File: src/rtl/mlbmp_mem_arb.sv
// mlbmp_mem_arb: single-port screen-RAM arbiter sharing one 8-bit RAM between video fetch and CPU
// Ports:
//   clk_i, rst_ni                    clock, synchronous active-low reset
//   vid_req_i, vid_addr_i            video byte fetch request and address
//   vid_valid_o, vid_data_o          fetched byte, valid two cycles after the request
//   cpu_wr_valid_i/_ready_o          CPU write handshake into the write FIFO
//   cpu_wr_addr_i, cpu_wr_data_i     CPU write address and data
//   cpu_rd_valid_i/_ready_o          CPU read handshake (one read outstanding)
//   cpu_rd_addr_i                    CPU read address
//   cpu_rd_done_o, cpu_rd_data_o     CPU read result pulse and byte
//   mem_addr_o, mem_we_o, mem_re_o   RAM command, one operation per cycle
//   mem_wdata_o, mem_rdata_i         RAM write data, read data (valid cycle after mem_re_o)
module mlbmp_mem_arb #(
    parameter int AW         = 16,
    parameter int FIFO_DEPTH = 4
) (
    input  logic          clk_i,
    input  logic          rst_ni,
    input  logic          vid_req_i,
    input  logic [AW-1:0] vid_addr_i,
    output logic          vid_valid_o,
    output logic [7:0]    vid_data_o,
    input  logic          cpu_wr_valid_i,
    output logic          cpu_wr_ready_o,
    input  logic [AW-1:0] cpu_wr_addr_i,
    input  logic [7:0]    cpu_wr_data_i,
    input  logic          cpu_rd_valid_i,
    output logic          cpu_rd_ready_o,
    input  logic [AW-1:0] cpu_rd_addr_i,
    output logic          cpu_rd_done_o,
    output logic [7:0]    cpu_rd_data_o,
    output logic [AW-1:0] mem_addr_o,
    output logic          mem_we_o,
    output logic          mem_re_o,
    output logic [7:0]    mem_wdata_o,
    input  logic [7:0]    mem_rdata_i
);
    localparam int PW = $clog2(FIFO_DEPTH);
    typedef enum logic [1:0] {R_IDLE, R_DRAIN, R_ISSUE, R_DATA} rd_state_e;
    logic [AW-1:0] fifo_addr_q [FIFO_DEPTH];
    logic [7:0]    fifo_data_q [FIFO_DEPTH];
    logic [PW-1:0] wptr_q, rptr_q;
    logic [PW:0]   count_q;
    rd_state_e     state_q, state_d;
    logic [AW-1:0] rd_addr_q;
    logic          vid_p1_q, vid_valid_q, rd_done_q;
    logic [7:0]    vid_data_q, rd_data_q;
    logic          push, pop, rd_gnt, fifo_empty;

    assign fifo_empty     = count_q == '0;
    assign cpu_wr_ready_o = count_q < (PW+1)'(FIFO_DEPTH);
    assign cpu_rd_ready_o = state_q == R_IDLE;
    assign push           = cpu_wr_valid_i & cpu_wr_ready_o;
    assign rd_gnt         = !vid_req_i && state_q == R_ISSUE;
    // Buffered writes are frozen while the ordered read is being issued/returned.
    assign pop            = !vid_req_i && !fifo_empty && state_q != R_ISSUE && state_q != R_DATA;

    assign mem_re_o    = rst_ni & (vid_req_i | rd_gnt);
    assign mem_we_o    = rst_ni & pop;
    assign mem_addr_o  = vid_req_i ? vid_addr_i : rd_gnt ? rd_addr_q : pop ? fifo_addr_q[rptr_q] : '0;
    assign mem_wdata_o = pop ? fifo_data_q[rptr_q] : '0;

    assign vid_valid_o   = vid_valid_q;
    assign vid_data_o    = vid_data_q;
    assign cpu_rd_done_o = rd_done_q;
    assign cpu_rd_data_o = rd_data_q;

    always_comb begin
        state_d = state_q;
        case (state_q)
            R_IDLE:  state_d = cpu_rd_valid_i ? R_DRAIN : R_IDLE;
            R_DRAIN: state_d = fifo_empty ? R_ISSUE : R_DRAIN;
            R_ISSUE: state_d = rd_gnt ? R_DATA : R_ISSUE;
            R_DATA:  state_d = R_IDLE;
        endcase
    end

    always_ff @(posedge clk_i) begin
        if (push) begin
            fifo_addr_q[wptr_q] <= cpu_wr_addr_i;
            fifo_data_q[wptr_q] <= cpu_wr_data_i;
        end
        if (state_q == R_IDLE && cpu_rd_valid_i) rd_addr_q <= cpu_rd_addr_i;
    end

    always_ff @(posedge clk_i) begin
        if (!rst_ni) begin
            wptr_q      <= '0;
            rptr_q      <= '0;
            count_q     <= '0;
            state_q     <= R_IDLE;
            vid_p1_q    <= 1'b0;
            vid_valid_q <= 1'b0;
            vid_data_q  <= '0;
            rd_done_q   <= 1'b0;
            rd_data_q   <= '0;
        end else begin
            if (push) wptr_q <= wptr_q + 1'b1;
            if (pop) rptr_q <= rptr_q + 1'b1;
            count_q     <= count_q + {{PW{1'b0}}, push} - {{PW{1'b0}}, pop};
            state_q     <= state_d;
            vid_p1_q    <= vid_req_i;
            vid_valid_q <= vid_p1_q;
            if (vid_p1_q) vid_data_q <= mem_rdata_i;
            rd_done_q   <= state_q == R_DATA;
            if (state_q == R_DATA) rd_data_q <= mem_rdata_i;
        end
    end
endmodule
File: config.mk
export PLATFORM = sky130hd
export DESIGN_NAME = mlbmp_mem_arb
export DESIGN_NICKNAME = d
export VERILOG_FILES = /design/src/rtl/mlbmp_mem_arb.sv
export SDC_FILE = /design/constraint.sdc
export NUM_CORES = 1
export LEC_CHECK = 0
export CORE_ASPECT_RATIO = 1.1
export CORE_MARGIN = 2
export CORE_UTILIZATION = 45
export DETAILED_ROUTE_END_ITERATION = 6
export GPL_TIMING_DRIVEN = 1
export MAX_ROUTING_LAYER = met4
export PLACE_DENSITY = 0.7
export SYNTH_ARGS = -nofsm -noshare
export SYNTH_HDL_FRONTEND = slang
export SYNTH_SLANG_ARGS = --single-unit
File: constraint.sdc
create_clock -name clk_i -period 5.85 [get_ports clk_i]
set_clock_uncertainty 0.1 [all_clocks]
set_input_delay 1.4625 -clock clk_i [delete_from_list [all_inputs] [get_ports clk_i]]
set_output_delay 1.4625 -clock clk_i [all_outputs]
set_load 0.01 [all_outputs]
==> Yosys cells after proc, flatten, opt, wreduce, memory -nomap -nowiden <==
Memories as Yosys holds them, arrays and structs flattened. A register that Yosys moved wholly into a read port is not among the register bits.
Cells that the tools add are included.
{ "totals": {"wordCells": 49, "regBits": 44, "ram_bits": 96, "memories": 2} }
{ "op_classes": {"n_lt_le_gt_ge": 1, "eq_ne": 5, "bitwise": 4, "n_addsub": 4, "reduce_logical": 9, "muxes": 14} }
{ "memory_table": {"columns": ["memory", "depth", "width", "rd", "rd_ports_with_merged_regs", "wr", "line", "source"], "rows": [
  ["fifo_addr_q", 4, 16, 1, 1, 1, "40", "logic [AW-1:0] fifo_addr_q [FIFO_DEPTH];"],
  ["fifo_data_q", 4, 8, 1, 1, 1, "41", "logic [7:0] fifo_data_q [FIFO_DEPTH];"]
]} }
{ "op_table": {"columns": ["op", "n"], "rows": [
  ["$mux 16", 3],
  ["$mux 2", 5],
  ["$mux 8", 1],
  ["$pmux 2 s4", 1],
  ["$logic_and 1x1->1", 5],
  ["$add 2x1->2 const B", 2],
  ["$eq 2x2->1 const B", 2],
  ["$mux 1", 4],
  ["$ne 2x2->1 const B", 2],
  ["$add 3x1->3", 1],
  ["$and 1x1->1", 3],
  ["$logic_not 3->1", 1],
  ["$lt 3x3->1 const B", 1],
  ["$sub 3x1->3", 1],
  ["$eq 2x1->1 const B", 1],
  ["$logic_not 1->1", 2],
  ["$logic_not 2->1", 1],
  ["$or 1x1->1", 1]
]} }

==> Logic depth before layout (Yosys ltp) <==
Gate-level depths: netlist of the first run.
{ "depth": {"ltp_word": 8, "mapped_depth": 9, "depth_no_buf": 9} }

==> Worst setup path after synthesis of the first run <==
OpenSTA, ideal clock, no wires.
{ "synth_path": {"kind": "in2out", "from": "in vid_req_i", "to": "out mem_addr_o[10]", "cell_stages": 3, "path_buffers": 1, "arrival_time_ns": 2.335, "required_ns": 4.288, "slack_ns": 1.952, "cell_sequence": "nor3b_2 -> clkbuf_1 -> a221o_1"} }
{ "synth_via": {"elab_chain_len": 7, "elab_cells_between_ends": 8, "classes_between": "mux: 3; reduce/logical: 5"} }
{ "synth_rtl": {"columns": ["element", "line", "source"], "rows": [
  ["from (decl)", "19", "input logic vid_req_i,"],
  ["$logic_not 1->1", "54, 56", null],
  ["$logic_and 1x1->1 (3 in series)", "56", "assign pop = !vid_req_i && !fifo_empty && state_q != R_ISSUE && state_q != R_DATA;"],
  ["$mux 16 (2 in series)", "60", "assign mem_addr_o = vid_req_i ? vid_addr_i : rd_gnt ? rd_addr_q : pop ? fifo_addr_q[rptr_q] : '0;"],
  ["$mux 16 (*)", "60", null],
  ["to (decl)", "32", "output logic [AW-1:0] mem_addr_o,"]
]} }
Mark *: on every way between the ends. The rest lies on a longest branch, timed or not.

==> Worst setup path after layout of the first run <==
{ "layout_path": {"from": "in vid_req_i", "to": "out mem_addr_o[7]"} }
Same word-level chain as after synthesis.

==> qor.log, run 1 <==
[global_route] initial antenna violation count 0
[synthesis] Syn Std Cell Area 5560 um^2
[clocking] later-pin clock latency in the skew report 0.40 ns
[placed_design] final estimated routing congestion in global placement 0.744
[clocking] post-cts resize count 0
[synthesis] fraction of synthesized cell area taken by the top area cell type 0.605
[global_route] pin count of the biggest net entering global routing 29
[sta] final number of hold-violating endpoints 0
[drt] Pre-Repair DR Iteration Count 5
[clocking] cts-stage hold buffer count 0
[die] starting utilization of the core area 0.462
[synthesis] fraction of the yosys area taken by sequential cells 0.713
[drt] DR vias 3261
[sta] Final setup violation count 0
[drt] number of DRC markers after the initial detailed-route iteration 173
[sta] setup repair after global routing missed its margin no
[finish] Cell Count, Final, Fillers Out 613
[synthesis] leading register cell type out of synthesis edfxtp_1
[placed_design] Placed Instances 581
[hold_path] worst min-delay path startpoint cpu_rd_data_o[5]
[run] Max Cap Violations 0
[sta] final critical path time including I/O delays and setup 5.03 ns
[clocking] setup repair bufs after CTS 0
[synthesis] nets in the synthesized netlist 398
[critical_path] startpoint class of the critical path input port
[status] outcome completed
[hold_path] path category of the worst min-delay check reg -> reg
[global_route] gr usage total 0.192
[critical_path] Arrival @ worst endpoint 3.46 ns
[sta] total count of max-transition violations in the final report 0
[sta] slew of the pin with the lowest slew margin 0.872 ns
[global_route] first-pass GRT wire length 18000 um
[critical_path] Critical Path Source vid_req_i
[drt] antenna violation net count after detailed routing 0
[synthesis] count of mapped cells out of synthesis 323
[clocking] clock transition at the registers of the reported paths 0.06 ns
[synthesis] top cells by area, synth edfxtp_1 (60%), dfxtp_1 (11%), mux4_1 (5.7%)
[clocking] TritonCTS Sinks 142
[synthesis] number of flops mapped to enable cells by yosys 112
[synthesis] Yosys Warn Count 0
[synthesis] cell type with the highest aggregate area in the netlist edfxtp_1
[critical_path] critical path type in -> out
[drt] Vias/cell 5.32
[sta] final critical-path share of the clock period 0.859
[clocking] H-tree Lvls 4
[pwr] Max rail drop VDD 0.000227 V
[critical_path] Data required, critical path 4.29 ns
[clocking] TritonCTS clock tree built
[clocking] Root Buffer Master clkbuf_16
[pwr] total power per unit cell area 418 nW/um^2
[critical_path] register-to-register setup slack 3.56 ns
[critical_path] maximum fanout encountered on the critical timing path 14
[placed_design] final HPWL from detailed placement 7510 um
[sta] Worst slew margin 0.419
[finish] ratio of cells with drive above 1 in the final layout 0.118
[synthesis] number of unique standard cell types used by synthesis 33
[die] number of standard-cell rows in the floorplan 42
[synthesis] Async SR Flop Fraction 0
[die] chip width 110 um
[die] DIE HEIGHT 121 um
[global_route] number of global-route vias before repair 3439
[drt] DRC errors left 0
[finish] area overhead of the layout relative to synthesis 34.9%
[drt] wire length per cell 18.8 um
[critical_path] Worst Setup End Kind output port
[finish] total inserted antenna cells 0
[die] area of the die 13300 um^2
[placed_design] number of input and output port buffers inserted 114
[global_route] remaining global-route overflow 0
[drt] routed wire length 11500 um
[finish] number of filler cells placed in the layout 927
[synthesis] Yosys reg bits 142
[die] Core Region 12000 um^2
[critical_path] worst reg2reg path startpoint count_q[1]
[synthesis] average footprint of a synthesized cell 17.2 um^2
[clocking] Inserted Clock Buffers 17
[die] number of primary I/O pins 115
[sta] highest attainable clock frequency 0.199 GHz
[pwr] leakage power of the design 2.65 nW
[finish] # nets final 521
[sta] Total Negative Setup Slacks 0 ns
[clocking] maximum buffer depth of the clock tree 2
final cells by class:
class	count	area (um^2)	area share
Inverter	5	18.8	0.00250
Clock buffer	19	433	0.0577
Timing Repair Buffer	125	1220	0.163
Multi-Input combinational cell	155	1470	0.196
Sequential cell	142	3970	0.529
Clock inverter	13	195	0.0260
Tap cell	154	193	0.0257
worst paths after layout:
| check | end | cells after the start |
|---|---|---|
| min | cpu_rd_data_o[5] | 2 |
| min reg2reg | cpu_rd_data_o[5] | 2 |
| max | mem_addr_o[7] | 5 |
| max reg2reg | count_q[2] | 9 |
registers in the layout, indices dropped and copies added (netlist names), named ones only:
signal,count
state_q,1
fifo_addr_q,64
cpu_rd_data_o,8
vid_p1_q,1
vid_data_o,8
fifo_data_q,32
count_q,3
vid_valid_o,1
rd_addr_q,16
wptr_q,2
cpu_rd_done_o,1
rptr_q,2
through the flow:
step           hold slack (ns)  total power [mW]  worst slack [ns]  utilization  area [um^2]
2_1_floorplan            0.349              1.74              1.95            -         5560
3_3_place_gp             0.342              2.03             0.890        0.571         6870
3_5_place_dp             0.349              2.05             0.846        0.571         6870
4_1_cts                  0.356              3.18             0.842        0.623         7500
5_1_grt                  0.391              3.28             0.741        0.623         7500
6_report                 0.355              3.14             0.825        0.623         7500
cell families after synthesis:
kind of cell               synth area share
xor gates and xnor gates            0.00473
muxes                                 0.123
AOI/OAI and AO/OA                    0.0414
DFF                                   0.713
and+or+nand+nor                      0.0792
buffers and inverters                0.0238
adders and majority gates            0.0148
power by group:
| group | total (mW) | internal, mW | switching (mW) |
|---|---|---|---|
| sequential | 1.32 | 1.23 | 0.0909 |
| clock | 1.12 | 0.750 | 0.372 |
| combinational | 0.696 | 0.375 | 0.322 |
critical path, cell delays in order:
cell	delay (ns)
clkdlybuf4s50_1	0.62
nor3b_2	0.37
buf_4	0.28
a221o_1	0.18
clkdlybuf4s50_1	0.54
routing by layer:
metal / part of all wire / up-vias / GRT usage
met2: 0.51 / 116 / 0.299
li1: - / 1525 / -
met3: 0.062 / 14 / 0.0480
met4: 0.016 / 0 / 0.0617
met1: 0.42 / 1606 / 0.249
met5: 0 / - / -
synth_stat cells, types with 2 or more instances:
master    count
mux2i_1      10
and3_1       25
xor2_1        2
mux4_2       12
a21oi_1      11
buf_2         3
nand3_1       9
edfxtp_1    112
a221o_1      16
nor3_1        3
nor2_1       19
clkbuf_1     13
dfxtp_1      30
nand2_1      10
inv_1         4
buf_1         2
mux4_1       12
ha_1          5
and2_1        8
nor2b_1       3
buf_6         2
layout by cell type (no fill, tap or decap), drive strengths merged, types with 2 or more instances in the layout:
cell type / netlist / final
nor3: 3 / 3
mux4: 24 / 24
a221o: 16 / 16
nand3: 9 / 9
edfxtp: 112 / 112
and3: 25 / 25
clkbuf: 13 / 19
nand2: 10 / 10
dfxtp: 30 / 30
inv: 4 / 4
clkdlybuf4s50: 0 / 114
a21oi: 11 / 11
nor3b: 2 / 2
nor2: 19 / 19
mux2i: 10 / 10
clkinvlp: 0 / 2
and2: 8 / 8
ha: 5 / 5
xor2: 2 / 2
bufinv: 0 / 5
clkinv: 1 / 7
buf: 8 / 11
nor2b: 3 / 3
Note: power is estimated with default switching activity, not from simulation.
==> run 2, diff against run 1 <==
--- a/config.mk
+++ b/config.mk
@@ -9,9 +9,10 @@
 export CORE_MARGIN = 2
 export CORE_UTILIZATION = 45
 export DETAILED_ROUTE_END_ITERATION = 6
-export GPL_TIMING_DRIVEN = 1
+export GPL_TIMING_DRIVEN = 0
 export MAX_ROUTING_LAYER = met4
 export PLACE_DENSITY = 0.7
+export SKIP_CTS_REPAIR_TIMING = 1
 export SYNTH_ARGS = -nofsm -noshare
 export SYNTH_HDL_FRONTEND = slang
 export SYNTH_SLANG_ARGS = --single-unit
==> run 2 against run 1 <==
Net effect: via count rose by 2.5%; sequential power fell by 4%; hold slack got worse by 0.0022 ns; largest cell class unchanged; sequential cell count did not move.
==> qor.log, run 2 (synthesized netlist as in run 1, its figures left out) <==
[clocking] Inserted Clock Buffers 17 [unchanged]
[finish] total inserted antenna cells 0 [unchanged]
[finish] area of all placed cells without fillers 7480 um^2 [was 7500 um^2]
[die] area of the die 13300 um^2 [unchanged]
[critical_path] critical path type in -> out [unchanged]
[clocking] maximum buffer depth of the clock tree 2 [unchanged]
[pwr] Max rail drop VDD 0.000196 V [was 0.000227 V]
[die] chip width 110 um [unchanged]
[sta] final critical path time including I/O delays and setup 5.48 ns [was 5.03 ns]
[critical_path] Data required, critical path 4.29 ns [about the same]
[sta] Final setup violation count 0 [unchanged]
[finish] most used cells in the layout excluding fill and tap cells clkdlybuf4s50_1 (114), edfxtp_1 (112), dfxtp_1 (30), and3_1 (25), nor2_1 (19) [was clkdlybuf4s50_1 (114), edfxtp_1 (112), dfxtp_1 (29), and3_1 (25), nor2_1 (18)]
[sta] final critical-path share of the clock period 0.937 [was 0.859]
[placed_design] number of input and output port buffers inserted 114 [unchanged]
[finish] most frequent standard cell in the layout excluding fill and tap cells clkdlybuf4s50_1 [unchanged]
[global_route] pin count of the biggest net entering global routing 25 [was 29]
[run] Max Cap Violations 0 [unchanged]
[finish] max reg flops 64 [unchanged]
[global_route] gr usage total 0.197 [was 0.192]
[global_route] initial antenna violation count 0 [unchanged]
[drt] routed wire length 12000 um [was 11500 um]
[die] number of primary I/O pins 115 [unchanged]
[hold_path] path category of the worst min-delay check reg -> reg [unchanged]
[finish] biggest registers after layout fifo_addr_q (64), fifo_data_q (32), rd_addr_q (16) [unchanged]
[critical_path] worst reg2reg path startpoint count_q[2] [was count_q[1]]
[finish] ratio of cells with drive above 1 in the final layout 0.115 [was 0.118]
[clocking] clock transition at the registers of the reported paths 0.06 ns [about the same]
[placed_design] final estimated routing congestion in global placement 0.750 [was 0.744]
[status] outcome completed [unchanged]
[drt] number of DRC markers after the initial detailed-route iteration 172 [was 173]
[global_route] first-pass GRT wire length 18400 um [was 18000 um]
[sta] slew of the pin with the lowest slew margin 1.33 ns [was 0.872 ns]
[pwr] leakage power of the design 2.62 nW [was 2.65 nW]
[drt] wire length per cell 19.2 um [was 18.8 um]
[sta] total count of max-transition violations in the final report 0 [unchanged]
[hold_path] worst min-delay path startpoint cpu_rd_data_o[3] [was cpu_rd_data_o[5]]
[clocking] later-pin clock latency in the skew report 0.40 ns [about the same]
[critical_path] crit path max-delay cell type nor3b_2 [was clkdlybuf4s50_1]
[drt] Pre-Repair DR Iteration Count 4 [was 5]
[global_route] number of global-route vias before repair 3471 [was 3439]
[pwr] Final Total Pwr 3.03 mW [was 3.14 mW]
[critical_path] Arrival @ worst endpoint 3.92 ns [was 3.46 ns]
[finish] number of filler cells placed in the layout 908 [was 927]
[die] DIE HEIGHT 121 um [unchanged]
[critical_path] maximum fanout encountered on the critical timing path 10 [was 14]
[pwr] total power per unit cell area 405 nW/um^2 [was 418 nW/um^2]
[critical_path] startpoint class of the critical path input port [unchanged]
[placed_design] final HPWL from detailed placement 7840 um [was 7510 um]
[die] number of standard-cell rows in the floorplan 42 [unchanged]
[critical_path] Worst Setup End Kind output port [unchanged]
[die] Core Region 12000 um^2 [unchanged]
[global_route] remaining global-route overflow 0 [unchanged]
[critical_path] Critical Path Source vid_req_i [unchanged]
[drt] antenna violation net count after detailed routing 0 [unchanged]
[drt] Vias/cell 5.35 [was 5.32]
[die] starting utilization of the core area 0.462 [unchanged]
[sta] Worst slew margin 0.112 [was 0.419]
[finish] top register by number of flip-flops fifo_addr_q [unchanged]
[sta] highest attainable clock frequency 0.182 GHz [was 0.199 GHz]
[finish] area overhead of the layout relative to synthesis 34.5% [was 34.9%]
[clocking] H-tree Lvls 4 [unchanged]
[critical_path] crit-path cells clkdlybuf4s50_1 -> nor3b_2 -> clkbuf_1 -> a221o_1 -> clkdlybuf4s50_1 [was clkdlybuf4s50_1 -> nor3b_2 -> buf_4 -> a221o_1 -> clkdlybuf4s50_1]
[critical_path] library cell appearing most often on the critical path clkdlybuf4s50_1 [unchanged]
[drt] DRC errors left 0 [unchanged]
[sta] setup repair after global routing missed its margin no [unchanged]
[clocking] TritonCTS Sinks 142 [unchanged]
[critical_path] slowest cell delay on critical path 0.61 ns [was 0.62 ns]
[clocking] TritonCTS clock tree built [unchanged]
[drt] DR vias 3343 [was 3261]
[sta] final number of hold-violating endpoints 0 [unchanged]
[clocking] Root Buffer Master clkbuf_16 [unchanged]
[placed_design] post-detailed-placement cell area 6910 um^2 [was 6870 um^2]
[finish] # nets final 533 [was 521]
[finish] final design utilization 0.622 [was 0.623]
[sta] Total Negative Setup Slacks 0 ns [unchanged]
## run 2: changes by cell type in the layout (fill, tap and decap cells not counted), moves of 2 or more
cell / change
buf_1: +2
and2_2: +2
buf_6: +3
buf_2: +3
bufinv_16: -5
clkbuf_1: +11
clkinv_4: +2
inv_6: +4
buf_4: -11
and2_1: -2
## run 2: through the flow
stage          cells  setup slack, ns  hold WS [ns]
2_1_floorplan    323             1.95         0.349
3_3_place_gp     591            0.399         0.343
3_5_place_dp     592            0.347         0.346
4_1_cts          624            0.350         0.354
5_1_grt          625            0.298         0.373
6_report         625            0.367         0.352
## run 2: path summary, 6_finish.rpt
path                            slack (ns)                end  cells after the start
worst min register to register        0.35   cpu_rd_data_o[3]                      2
worst min-delay path                  0.35   cpu_rd_data_o[3]                      2
worst max register to register        3.48  fifo_addr_q[1][6]                      3
worst max-delay path                  0.37     mem_addr_o[11]                      5
## run 2: final cells by class
| type | count | area [um^2] | share of cell area |
|---|---|---|---|
| tap | 154 | 193 | 0.0258 |
| multi-input combinational | 155 | 1470 | 0.197 |
| sequential | 142 | 3960 | 0.530 |
| buffer | 21 | 114 | 0.0152 |
| timing repair buffer | 116 | 1180 | 0.158 |
| inverter | 5 | 18.8 | 0.00251 |
| clock buffer | 17 | 425 | 0.0569 |
| clock inverter | 15 | 113 | 0.0151 |
## run 2: critical path: cells and delay by family
family / cells / cell delay, ns
AOI/OAI and AO/OA: 1 / 0.25
and+or+nand+nor: 1 / 0.61
buffers and inverters: 3 / 1.59
## run 2: per-layer routing
metal | GRT usage | vias to the layer above | wire, um
li1 | - | 1549 | -
met1 | 0.237 | 1659 | 4880
met4 | 0.0633 | 0 | 195
met3 | 0.0512 | 16 | 755
met5 | - | - | 0
met2 | 0.326 | 119 | 6160
## run 2: where the power goes
part	internal [mW]	switching (mW)	total [mW]
Sequential	1.23	0.0427	1.27
Combinational	0.409	0.388	0.798
Clock	0.546	0.413	0.959
